==> config.mk <==
export PLATFORM = sky130hd
export DESIGN_NAME = if_stage_flat
export DESIGN_NICKNAME = d
export VERILOG_FILES = /design/src/rtl/if_stage_pkg.sv /design/src/rtl/if_stage_if.sv /design/src/rtl/if_id_reg.sv /design/src/rtl/if_stage.sv /design/src/flat_wrapper.sv
export SDC_FILE = /design/constraint.sdc
export NUM_CORES = 1
export LEC_CHECK = 0
export ABC_AREA = 1
export CAP_MARGIN = 10
export CORE_UTILIZATION = 45
export DETAILED_ROUTE_END_ITERATION = 10
export PLACE_DENSITY = 0.74
export SETUP_SLACK_MARGIN = 0.05
export SYNTH_ARGS = -nofsm -noshare
export SYNTH_HDL_FRONTEND = slang
export SYNTH_HIERARCHICAL = 1
export SYNTH_SLANG_ARGS = --single-unit
==> constraint.sdc <==
create_clock -name clk -period 4.6 [get_ports clk]
set_input_delay 0.69 -clock clk [delete_from_list [all_inputs] [get_ports clk]]
set_output_delay 0.69 -clock clk [all_outputs]
set_load 0.005 [all_outputs]
==> src/rtl/if_stage_pkg.sv <==
// Shared definitions for the instruction-fetch stage: fetch FSM states
// and the default reset PC / bubble instruction values.
package if_stage_pkg;

  // Fetch FSM states.
  //   FETCH : request outstanding at PCF
  //   HOLD  : fetched word parked in the skid buffer, no request
  //   DRAIN : outstanding fetch is stale (redirected), awaiting its ack
  typedef enum logic [1:0] {
    FETCH = 2'd0,
    HOLD  = 2'd1,
    DRAIN = 2'd2
  } fetch_state_e;

  // addi x0,x0,0 -- the word ID sees when IF/ID is a bubble.
  localparam logic [31:0] NOP_INSTR_DEFAULT = 32'h0000_0013;

  // PC loaded into PCF while reset is asserted.
  localparam logic [31:0] RESET_PC_DEFAULT  = 32'h0000_0000;

endpackage

==> src/rtl/if_stage_if.sv <==
// Instruction-memory request/acknowledge bus.
// Handshake: the fetch side raises imem_req with imem_addr and keeps
// imem_addr stable until a cycle where imem_ack=1; imem_rdata is valid only
// in that cycle. imem_ack may be high in the same cycle as imem_req, so one
// word per cycle is possible. The fetch side may drop imem_req (reset) with
// a request outstanding; the memory side must tolerate that.
interface if_stage_if;
  logic        imem_req;
  logic [31:0] imem_addr;
  logic        imem_ack;
  logic [31:0] imem_rdata;

  modport master (
    output imem_req,
    output imem_addr,
    input  imem_ack,
    input  imem_rdata
  );

  modport slave (
    input  imem_req,
    input  imem_addr,
    output imem_ack,
    output imem_rdata
  );
endinterface

==> src/rtl/if_id_reg.sv <==
// IF/ID pipeline register. Priority: flush > stall > load > bubble.
// A flush always leaves a bubble; a stall freezes the contents.
module if_id_reg
  import if_stage_pkg::*;
#(
  parameter logic [31:0] NOP_INSTR = NOP_INSTR_DEFAULT
) (
  input  logic        clk,
  input  logic        rst,
  input  logic        stall,
  input  logic        flush,
  input  logic        load,
  input  logic        bubble,
  input  logic [31:0] pc_in,
  input  logic [31:0] instr_in,
  output logic [31:0] pcd,
  output logic [31:0] instr,
  output logic        valid
);

  logic [31:0] pcd_q, pcd_d;
  logic [31:0] instr_q, instr_d;
  logic        valid_q, valid_d;

  // Next IF/ID contents from the flush/stall/load/bubble controls.
  always_comb begin
    pcd_d   = pcd_q;
    instr_d = instr_q;
    valid_d = valid_q;
    if (flush) begin
      instr_d = NOP_INSTR;
      valid_d = 1'b0;
    end else if (stall) begin
      // hold everything
    end else if (load) begin
      pcd_d   = pc_in;
      instr_d = instr_in;
      valid_d = 1'b1;
    end else if (bubble) begin
      instr_d = NOP_INSTR;
      valid_d = 1'b0;
    end
  end

  // IF/ID state, asynchronously cleared to a bubble at PC 0.
  always_ff @(posedge clk or posedge rst) begin
    if (rst) begin
      pcd_q   <= '0;
      instr_q <= NOP_INSTR;
      valid_q <= 1'b0;
    end else begin
      pcd_q   <= pcd_d;
      instr_q <= instr_d;
      valid_q <= valid_d;
    end
  end

  assign pcd   = pcd_q;
  assign instr = instr_q;
  assign valid = valid_q;

endmodule

==> src/rtl/if_stage.sv <==
// Instruction-fetch stage: fetch FSM, PCF, pending-redirect target and a
// one-word skid buffer, feeding the IF/ID register. PCF only ever loads
// PC_In or the latched redirect target; next-PC arithmetic lives upstream.
module if_stage
  import if_stage_pkg::*;
#(
  parameter logic [31:0] RESET_PC  = RESET_PC_DEFAULT,
  parameter logic [31:0] NOP_INSTR = NOP_INSTR_DEFAULT
) (
  input  logic              clk,
  input  logic              rst,
  input  logic [31:0]       PC_In,
  input  logic              Redirect,
  input  logic              StallD,
  input  logic              FlushD,
  if_stage_if.master        imem,
  output logic [31:0]       PCF,
  output logic [31:0]       PCD,
  output logic [31:0]       InstrD,
  output logic              ValidD,
  output logic              FetchBusy,
  output fetch_state_e      state_dbg
);

  fetch_state_e state_q, state_d;
  logic [31:0]  pcf_q, pcf_d;
  logic [31:0]  redir_pc_q, redir_pc_d;
  logic [31:0]  skid_q, skid_d;

  logic         id_load;
  logic         id_bubble;
  logic [31:0]  id_instr;

  // Fetch FSM: decides PCF/redirect/skid updates and what IF/ID receives.
  // Redirect outranks StallD for PCF and state; StallD only freezes IF/ID.
  always_comb begin
    state_d    = state_q;
    pcf_d      = pcf_q;
    redir_pc_d = redir_pc_q;
    skid_d     = skid_q;
    id_load    = 1'b0;
    id_instr   = imem.imem_rdata;
    unique case (state_q)
      FETCH: begin
        if (imem.imem_ack) begin
          if (Redirect) begin
            // word belongs to the wrong path: drop it
            pcf_d = PC_In;
          end else if (StallD) begin
            // ID cannot accept: park the word
            skid_d  = imem.imem_rdata;
            state_d = HOLD;
          end else begin
            id_load = 1'b1;
            pcf_d   = PC_In;
          end
        end else if (Redirect) begin
          // request must complete at the old address; remember the target
          redir_pc_d = PC_In;
          state_d    = DRAIN;
        end
      end
      HOLD: begin
        if (Redirect) begin
          pcf_d   = PC_In;
          state_d = FETCH;
        end else if (!StallD) begin
          id_load  = 1'b1;
          id_instr = skid_q;
          pcf_d    = PC_In;
          state_d  = FETCH;
        end
      end
      DRAIN: begin
        if (imem.imem_ack) begin
          // stale word discarded; a same-cycle redirect is the newest target
          pcf_d   = Redirect ? PC_In : redir_pc_q;
          state_d = FETCH;
        end else if (Redirect) begin
          redir_pc_d = PC_In;
        end
      end
      default: state_d = FETCH;
    endcase
  end

  // When ID is free and nothing real arrives, it gets a bubble.
  assign id_bubble = !id_load;

  // Fetch-side state; reset abandons any outstanding request.
  always_ff @(posedge clk or posedge rst) begin
    if (rst) begin
      state_q    <= FETCH;
      pcf_q      <= RESET_PC;
      redir_pc_q <= '0;
      skid_q     <= '0;
    end else begin
      state_q    <= state_d;
      pcf_q      <= pcf_d;
      redir_pc_q <= redir_pc_d;
      skid_q     <= skid_d;
    end
  end

  assign imem.imem_req  = (state_q != HOLD);
  assign imem.imem_addr = pcf_q;
  assign FetchBusy      = (state_q != HOLD) && !imem.imem_ack;
  assign PCF            = pcf_q;
  assign state_dbg      = state_q;

  if_id_reg #(
    .NOP_INSTR (NOP_INSTR)
  ) u_if_id (
    .clk      (clk),
    .rst      (rst),
    .stall    (StallD),
    .flush    (FlushD),
    .load     (id_load),
    .bubble   (id_bubble),
    .pc_in    (pcf_q),
    .instr_in (id_instr),
    .pcd      (PCD),
    .instr    (InstrD),
    .valid    (ValidD)
  );

endmodule

==> src/flat_wrapper.sv <==
// flat-port wrapper written by rule: the top's interface ports become plain ports
module if_stage_flat import if_stage_pkg::*;
#(
  parameter logic [31:0] RESET_PC  = RESET_PC_DEFAULT,
  parameter logic [31:0] NOP_INSTR = NOP_INSTR_DEFAULT
)
  (clk, rst, PC_In, Redirect, StallD, FlushD, PCF, PCD, InstrD, ValidD, FetchBusy, state_dbg, imem_imem_req, imem_imem_addr, imem_imem_ack, imem_imem_rdata);
  if_stage_if imem_i ();
  input  logic clk;
  input  logic rst;
  input  logic [31:0] PC_In;
  input  logic Redirect;
  input  logic StallD;
  input  logic FlushD;
  output logic [31:0] PCF;
  output logic [31:0] PCD;
  output logic [31:0] InstrD;
  output logic ValidD;
  output logic FetchBusy;
  output fetch_state_e state_dbg;
  output wire logic [$bits(imem_i.imem_req)-1:0] imem_imem_req;
  output wire logic [$bits(imem_i.imem_addr)-1:0] imem_imem_addr;
  input wire logic [$bits(imem_i.imem_ack)-1:0] imem_imem_ack;
  input wire logic [$bits(imem_i.imem_rdata)-1:0] imem_imem_rdata;
  assign imem_imem_req = imem_i.imem_req;
  assign imem_imem_addr = imem_i.imem_addr;
  assign imem_i.imem_ack = imem_imem_ack;
  assign imem_i.imem_rdata = imem_imem_rdata;
  if_stage #(.RESET_PC(RESET_PC), .NOP_INSTR(NOP_INSTR)) u_core (.clk(clk), .rst(rst), .PC_In(PC_In), .Redirect(Redirect), .StallD(StallD), .FlushD(FlushD), .imem(imem_i), .PCF(PCF), .PCD(PCD), .InstrD(InstrD), .ValidD(ValidD), .FetchBusy(FetchBusy), .state_dbg(state_dbg));
endmodule
-- After elaboration in Yosys (flattened, before gate mapping)
Index checks and enable logic that the tools add are counted.
W data, S select, Z words.
- register bits after elaboration: 163
- input bits: 70
- output and inout bits: 133
- equal/unequal tests: 10
- muxes and demuxes: 26
- bitwise logic cells: 4
- reduce and logical (&&, ||, !) cells: 10
- operator list (operator ; number):
    $mux W32 ; 10
    $pmux W32 S3 ; 1
    $mux W2 ; 7
    $ne A3 B3 Y1 const B ; 4
    $mux W1 ; 6
    $pmux W2 S3 ; 1
    $reduce_and A3 Y1 ; 2
    $reduce_and A5 Y1 ; 1
    $ne A2 B1 Y1 const B ; 2
    $ne A2 B2 Y1 const B ; 2
    $not A1 Y1 ; 4
    $reduce_and A4 Y1 ; 1
    $reduce_bool A3 Y1 ; 1
    $eq A2 B1 Y1 const B ; 1
    $eq A2 B2 Y1 const B ; 1
    $logic_not A2 Y1 ; 1
    $pmux W1 S2 ; 1
    $reduce_and A2 Y1 ; 1
    $reduce_or A2 Y1 ; 1
    $logic_and A1 B1 Y1 ; 1
    $logic_not A1 Y1 ; 1

-- Depth between registers and ports, before layout
Gate-level depths: netlist of the first run.
- depth after elaboration: 7
- gate-level depth with buffers: 10
- mapped depth without buffers: 8

-- By module
The synthesis of the first run kept the hierarchy.
- modules (own cells, without submodules) (module ; times used ; cells each ; area each (µm²)):
    if_stage ; 1 ; 810 ; 5526.6
    if_id_reg ; 1 ; 288 ; 2565.0

-- Worst setup path after synthesis of the first run
No wires, ideal clock.
- kind: input port to flip-flop
- from: input Redirect
- to: register u_core.u_if_id.pcd_q[10], in the netlist u_core/u_if_id/pcd[10]
- arrival: 1866 ps
- data required time: 4483 ps
- path slack: 2617 ps
- stages: 9
- cells stage by stage: buf_4 > buf_2 > nor2_1 > nand3_1 > inv_1 > nand3_2 > clkbuf_1 > nand2_1 > nand2_1
- cells in the longest elaborated chain, start to end: 4
- RTL lines (item ; line ; source):
    start, declared ; flat_wrapper.sv:12 ; input logic Redirect;
    $mux W1 (*) ; if_stage.sv:46 ; if (Redirect) begin
    $mux W1 ; if_stage.sv:45 ; if (imem.imem_ack) begin
    $pmux W1 S2 (*) ; if_stage.sv:43 ; unique case (state_q)
    named net u_core.id_load ; if_stage.sv:30 ; logic id_load;
    $reduce_and A3 Y1 (no line) (*) ; -- ;
    end signal, assigned ; if_id_reg.sv:52 ; pcd_q <= pcd_d;
    end, declared ; if_id_reg.sv:21 ; logic [31:0] pcd_q, pcd_d;
The timed path passes the listed nets; every way through them passes the cells marked *.
A chain may end at the register's enable or synchronous reset.

-- Worst setup path after layout of the first run
- from: register u_core.state_q[0], in the netlist u_core/state_dbg[0]
- to: output imem_imem_req
- cells in the longest elaborated chain, start to end: 1
- RTL lines (item ; line ; source):
    start, declared ; if_stage.sv:25 ; fetch_state_e state_q, state_d;
    start signal, assigned ; if_stage.sv:98 ; state_q <= state_d;
    $ne A2 B1 Y1 ; if_stage.sv:105 ; assign imem.imem_req = (state_q != HOLD);
    end, declared ; flat_wrapper.sv:21 ; output wire logic [$bits(imem_i.imem_req)-1:0] imem_imem_req;
Every way passes these cells.

==> qor.csv, run 1 <==
metric,value,unit
yosys-top-cells-area,"dfrtp_1, nand2_1, o21ai_0, buf_4, a31oi_1",
slew_viol_final,0,
syn_area,8090,um^2
final_common_cell,nand2_1,
rsz0062_at_grt,false,
finalWirelength,21.3,mm
yosys_warnings,6,
period_share,63.7,%
tightest_slew,0.971,ns
numPortBuffers,202,
worst_slack,1.67,ns
setup_viol,0,
start_util,46.5,%
clock_skew,0.00785,ns
grt_pass1_wl,34.6,mm
layout.nets,1306,
hold_depth,2,
cp_data_arrival_time,2.24,ns
hold_viol,0,
hold_class,reg -> reg,
multiInputGateArea,3290,um^2
cts-root-buf,clkbuf_16,
nFillCells,1582,
synth_cells,1098,
syn_avg_cell_area,7.37,um^2
critPathCaptureType,output pin,
place_inst,1440,
synthXorXnorAreaFrac,0,%
reg2reg_from,u_core/state_dbg[0],
min-delay-start,u_core/u_if_id/pcd[10],
cap_violations,0,
place_area,9920,um^2
p_per_area,406,nW/um^2
fp.dieW,136,um
muxShareOfSynthArea,0,%
setup_tns,0,ns
fp.dieArea,18500,um^2
min_to,u_core/u_if_id/pcd[10],
holdBufCountCts,0,
grt_max_degree,77,
dp_hpwl,13.6,mm
worst_r2r_endpoint,u_core/u_if_id/instr[1],
final_area,10600,um^2
utilization,60.7,%
required,3.91,ns
coreArea,17400,um^2
die_h,136,um
synth_fa_ha_area_share,0,%
clock_latency,0.43,ns
cts_buffers,17,
synth.largest_area_cell,dfrtp_1,
worstRegToRegCells,9,
num_vias,7430,
ir_worst_vdd,0.321,mV
fin_hold_ws,0.478,ns
grt_pass1_vias,6703,
cts_tree,done,
power.leakage,5.26,nW
htree_num_levels,4,
r2r_slack,2.09,ns
rows,48,
antenna_found_initial,1,
ant_nets,0,
yosysSeqAreaShare,50.5,%
place_ws,1.34,ns
wire_per_inst,14.4,um
clockBufferDepth,2,
layout-drive-gt1-share,4.96,%
diodes,0,
drt_iter0_drc,667,
timing.fmax,0.341,GHz
clk_pin_slew,0.06,ns
overflow,0,
cp_max_fo,18,
ios,203,
path_class,reg -> out,
finalWeightedCongestion,0.738,
fin_crit,2.93,ns
first_pass_iters,5,
ctsResizeCount,0,
synth_fp_nets,1168,
remaining_drc_errors,0,
synth_compound_area_share,8.89,%
post_synth_num_cell_types,25,
status,completed,
stdcell_count,1474,
synth_top_area_share,49.5,%
avgViaCountPerCell,5.04,
layout_common_cells,"nand2_1, clkdlybuf4s50_1, dfrtp_1",
startpoint_type,flop,
synth-seq-cells,163,
seqCellArea,4080,um^2
syn_to_final_growth,30.7,%
clock_sinks,163,
synth_top_family_by_area,simple AND/OR/NAND/NOR gates,
grt_usage,23.9,%
p_total,4.29,mW
relSlewSlack,35.3,%
post-cts-setup-buffers,0,
yosys.area_share.simple,31.6,%
-- layer usage --
| metal | global-route usage (%) | vias to the layer above | share of wire [%] |
|---|---|---|---|
| met1 | 33.6 | 3487 | 46 |
| met4 | 7.65 | 2 | 1.4 |
| met5 | 0 | - | 0.052 |
| met2 | 37.5 | 230 | 47 |
| li1 | - | 3686 | - |
| met3 | 3.99 | 25 | 5.2 |
-- report_power, final --
group	total, mW	internal, mW	switching, mW	leakage (nW)
clock network	1.45	0.870	0.580	0.291
registers	1.83	1.68	0.155	2.05
logic	1.01	0.548	0.463	2.92
total	4.29	3.10	1.20	5.26
-- cell families (layout without fill, tap and decap cells) --
| group | count (synthesis) | count (layout) |
|---|---|---|
| simple gates | 661 | 661 |
| flops | 163 | 163 |
| buf+inv | 141 | 292 |
| compound gates | 133 | 133 |
-- cell usage after synthesis (all sizes together) --
cell type,instances
nand2,582
dfrtp,160
o21ai,97
buf,79
inv,45
nand3,39
nor2,37
a31oi,32
clkbuf,17
dfstp,3
nand3b,3
a21oi,2
a211oi,1
o2111ai,1
-- worst max path at each step --
stage                          endpoint  depth (start not counted)                start
after global placement    u_core/PCF[2]                          8             Redirect
after detailed placement  u_core/PCF[0]                          8             Redirect
after global routing      imem_imem_req                          3  u_core/state_dbg[0]
after CTS                 imem_imem_req                          3  u_core/state_dbg[0]
after floorplan           u_core/PCF[0]                          1                  rst
final                     imem_imem_req                          3  u_core/state_dbg[0]
-- worst max-delay path, cell delays in order, from the launching register on --
cell	delay, ns
dfrtp_1	0.48
nand2_1	0.46
buf_4	0.33
clkdlybuf4s50_1	0.54
-- flip-flops by register name, summed over array words and instances, names as in the netlist --
signal	cells
u_core/PCF	32
u_core/u_if_id/pcd	32
u_core/u_if_id/instr	32
u_core/skid_q	32
u_core/u_if_id/valid	1
u_core/state_dbg	2
u_core/redir_pc_q	32
-- area by class of cell --
class	instances	area share [%]
multi-input combinational	794	31.1
clock buffer	20	4.22
inverter	45	1.63
clock inverter	12	1.47
timing repair buffer	215	20.3
sequential	163	38.6
tap	225	2.66
Power figures use the tool's default switching activity.
==> run 2, diff against run 1 <==
==> constraint.sdc (replaced) <==
create_clock -name clk -period 3.02 [get_ports clk]
set_input_delay 0.453 -clock clk [delete_from_list [all_inputs] [get_ports clk]]
set_output_delay 0.453 -clock clk [all_outputs]
set_load 0.005 [all_outputs]
==> run 2 against run 1 <==
Effect of this change:
- non-clock buffer count grew 8
- design area grew 0.59%
- sequential share of layout area shrank 0.23 points
- sequential power grew 52%
- register-to-register slack lost 1.1 ns
- worst setup slack lost 1.0 ns
- global-route usage grew 0.50 points
- worst hold slack gained 0.00051 ns
==> qor.csv, run 2 (same netlist as run 1, synthesis figures left out) <==
metric,value,unit
status,completed,
holdBufCountCts,0,
cts-root-buf,clkbuf_16,
cts_buffers,17,
finalWirelength,21.6,mm
ios,203,
numPortBuffers,202,
overflow,0,
wl_met3,1.18,mm
start_util,46.5,%
relSlewSlack,36.1,%
ir_worst_vdd,0.410,mV
layout.nets,1314,
clk_pin_slew,0.06,ns
routed-wl-met2,10.1,mm
clock_sinks,163,
remaining_drc_errors,0,
finalWeightedCongestion,0.794,
rows,48,
grt_pass1_vias,6934,
required,2.57,ns
dp_hpwl,14.0,mm
antenna_found_initial,1,
coreArea,17400,um^2
num_vias,7465,
avgViaCountPerCell,5.04,
hold_viol,0,
grt_pass1_wl,35.0,mm
path_class,reg -> out,
utilization,61.1,%
cp_max_fo,20,
grt_max_degree,65,
tightest_slew,0.957,ns
drt-met1-wl,9.89,mm
hold_class,reg -> reg,
fp.dieArea,18500,um^2
ant_nets,0,
clockBufferDepth,2,
htree_num_levels,4,
cap_violations,0,
setup_viol,0,
internal_power,4.74,mW
cp_data_arrival_time,1.92,ns
fin_crit,2.37,ns
slew_viol_final,0,
startpoint_type,flop,
first_pass_iters,5,
power.switching,1.82,mW
final_common_cell,nand2_1,
diodes,0,
swShare,27.7,%
clkPwrFrac,33.8,%
syn_to_final_growth,31.5,%
drt_iter0_drc,581,
power.share.sequential,42.5,%
place_inst,1450,
timing.fmax,0.422,GHz
power.leakage,5.28,nW
p_per_area,616,nW/um^2
rsz0062_at_grt,false,
clock_skew,0.00578,ns
period_share,78.4,%
wire_per_inst,14.5,um
ctsResizeCount,0,
grt_usage,24.4,%
r2r_slack,1.01,ns
critPathCaptureType,output pin,
cts_tree,done,
layout_common_cells,"nand2_1, clkdlybuf4s50_1, dfrtp_1",
clock_latency,0.43,ns
post-cts-setup-buffers,0,
die_h,136,um
fp.dieW,136,um
combPwrFrac,23.6,%
top_layer_used,met5,
layout-drive-gt1-share,5.65,%
setup_tns,0,ns
p_total,6.56,mW
stdcell_count,1482,
-- run 2: cell types whose count changed in the layout (fill, tap and decap cells not counted), sizes merged --
cell | before | now
buf | 15 | 23
clkinvlp | 2 | 6
inv | 46 | 45
clkinv | 6 | 3
-- run 2: layout make-up --
class | instances | area [um^2]
Clock buffer | 20 | 457
Clock inverter | 12 | 155
Fill cell | 1553 | 6780
Inverter | 45 | 173
Multi-Input combinational cell | 794 | 3290
Sequential cell | 163 | 4080
Tap cell | 225 | 282
Timing Repair Buffer | 223 | 2190
-- run 2: path summary, 6_finish.rpt --
check,end,cells after the start,start
setup / recovery,imem_imem_req,3,u_core/state_dbg[0]
hold / removal,u_core/u_if_id/pcd[1],2,u_core/u_if_id/pcd[1]
setup reg to reg,u_core/u_if_id/instr[16],9,u_core/state_dbg[0]
hold reg to reg,u_core/u_if_id/pcd[1],2,u_core/u_if_id/pcd[1]
max in group asynchronous,u_core/u_if_id/instr[1],3,rst
min in group asynchronous,u_core/u_if_id/pcd[10],2,rst
-- run 2: critical path, stage by stage (launching register included) --
cell             delay (ns)
dfrtp_1                0.48
nand2_1                0.20
buf_4                  0.26
clkdlybuf4s50_1        0.54
-- run 2: metrics by stage --
stage	instance area, um^2	hold WS [ns]	worst slack, ns
global placement	10000	0.461	0.602
floorplan	8100	0.472	0.946
finish	10600	0.478	0.651
detailed placement	10000	0.464	0.468
global route	10600	0.499	0.578
CTS	10600	0.481	0.643
-- run 2: per-layer routing --
layer	global-route usage, %	vias up
met5	0	-
met4	8.70	2
met3	4.55	29
met2	39.0	237
met1	33.0	3487
li1	-	3710
-- run 2: power groups by stage --
stage	clock network, mW	registers [mW]	logic [mW]
after global placement	0	2.82	1.52
final	2.22	2.79	1.55
after detailed placement	0	2.83	1.55
after CTS	2.26	2.79	1.56
after global routing	2.36	2.83	1.74
after floorplan	0	2.80	0.785
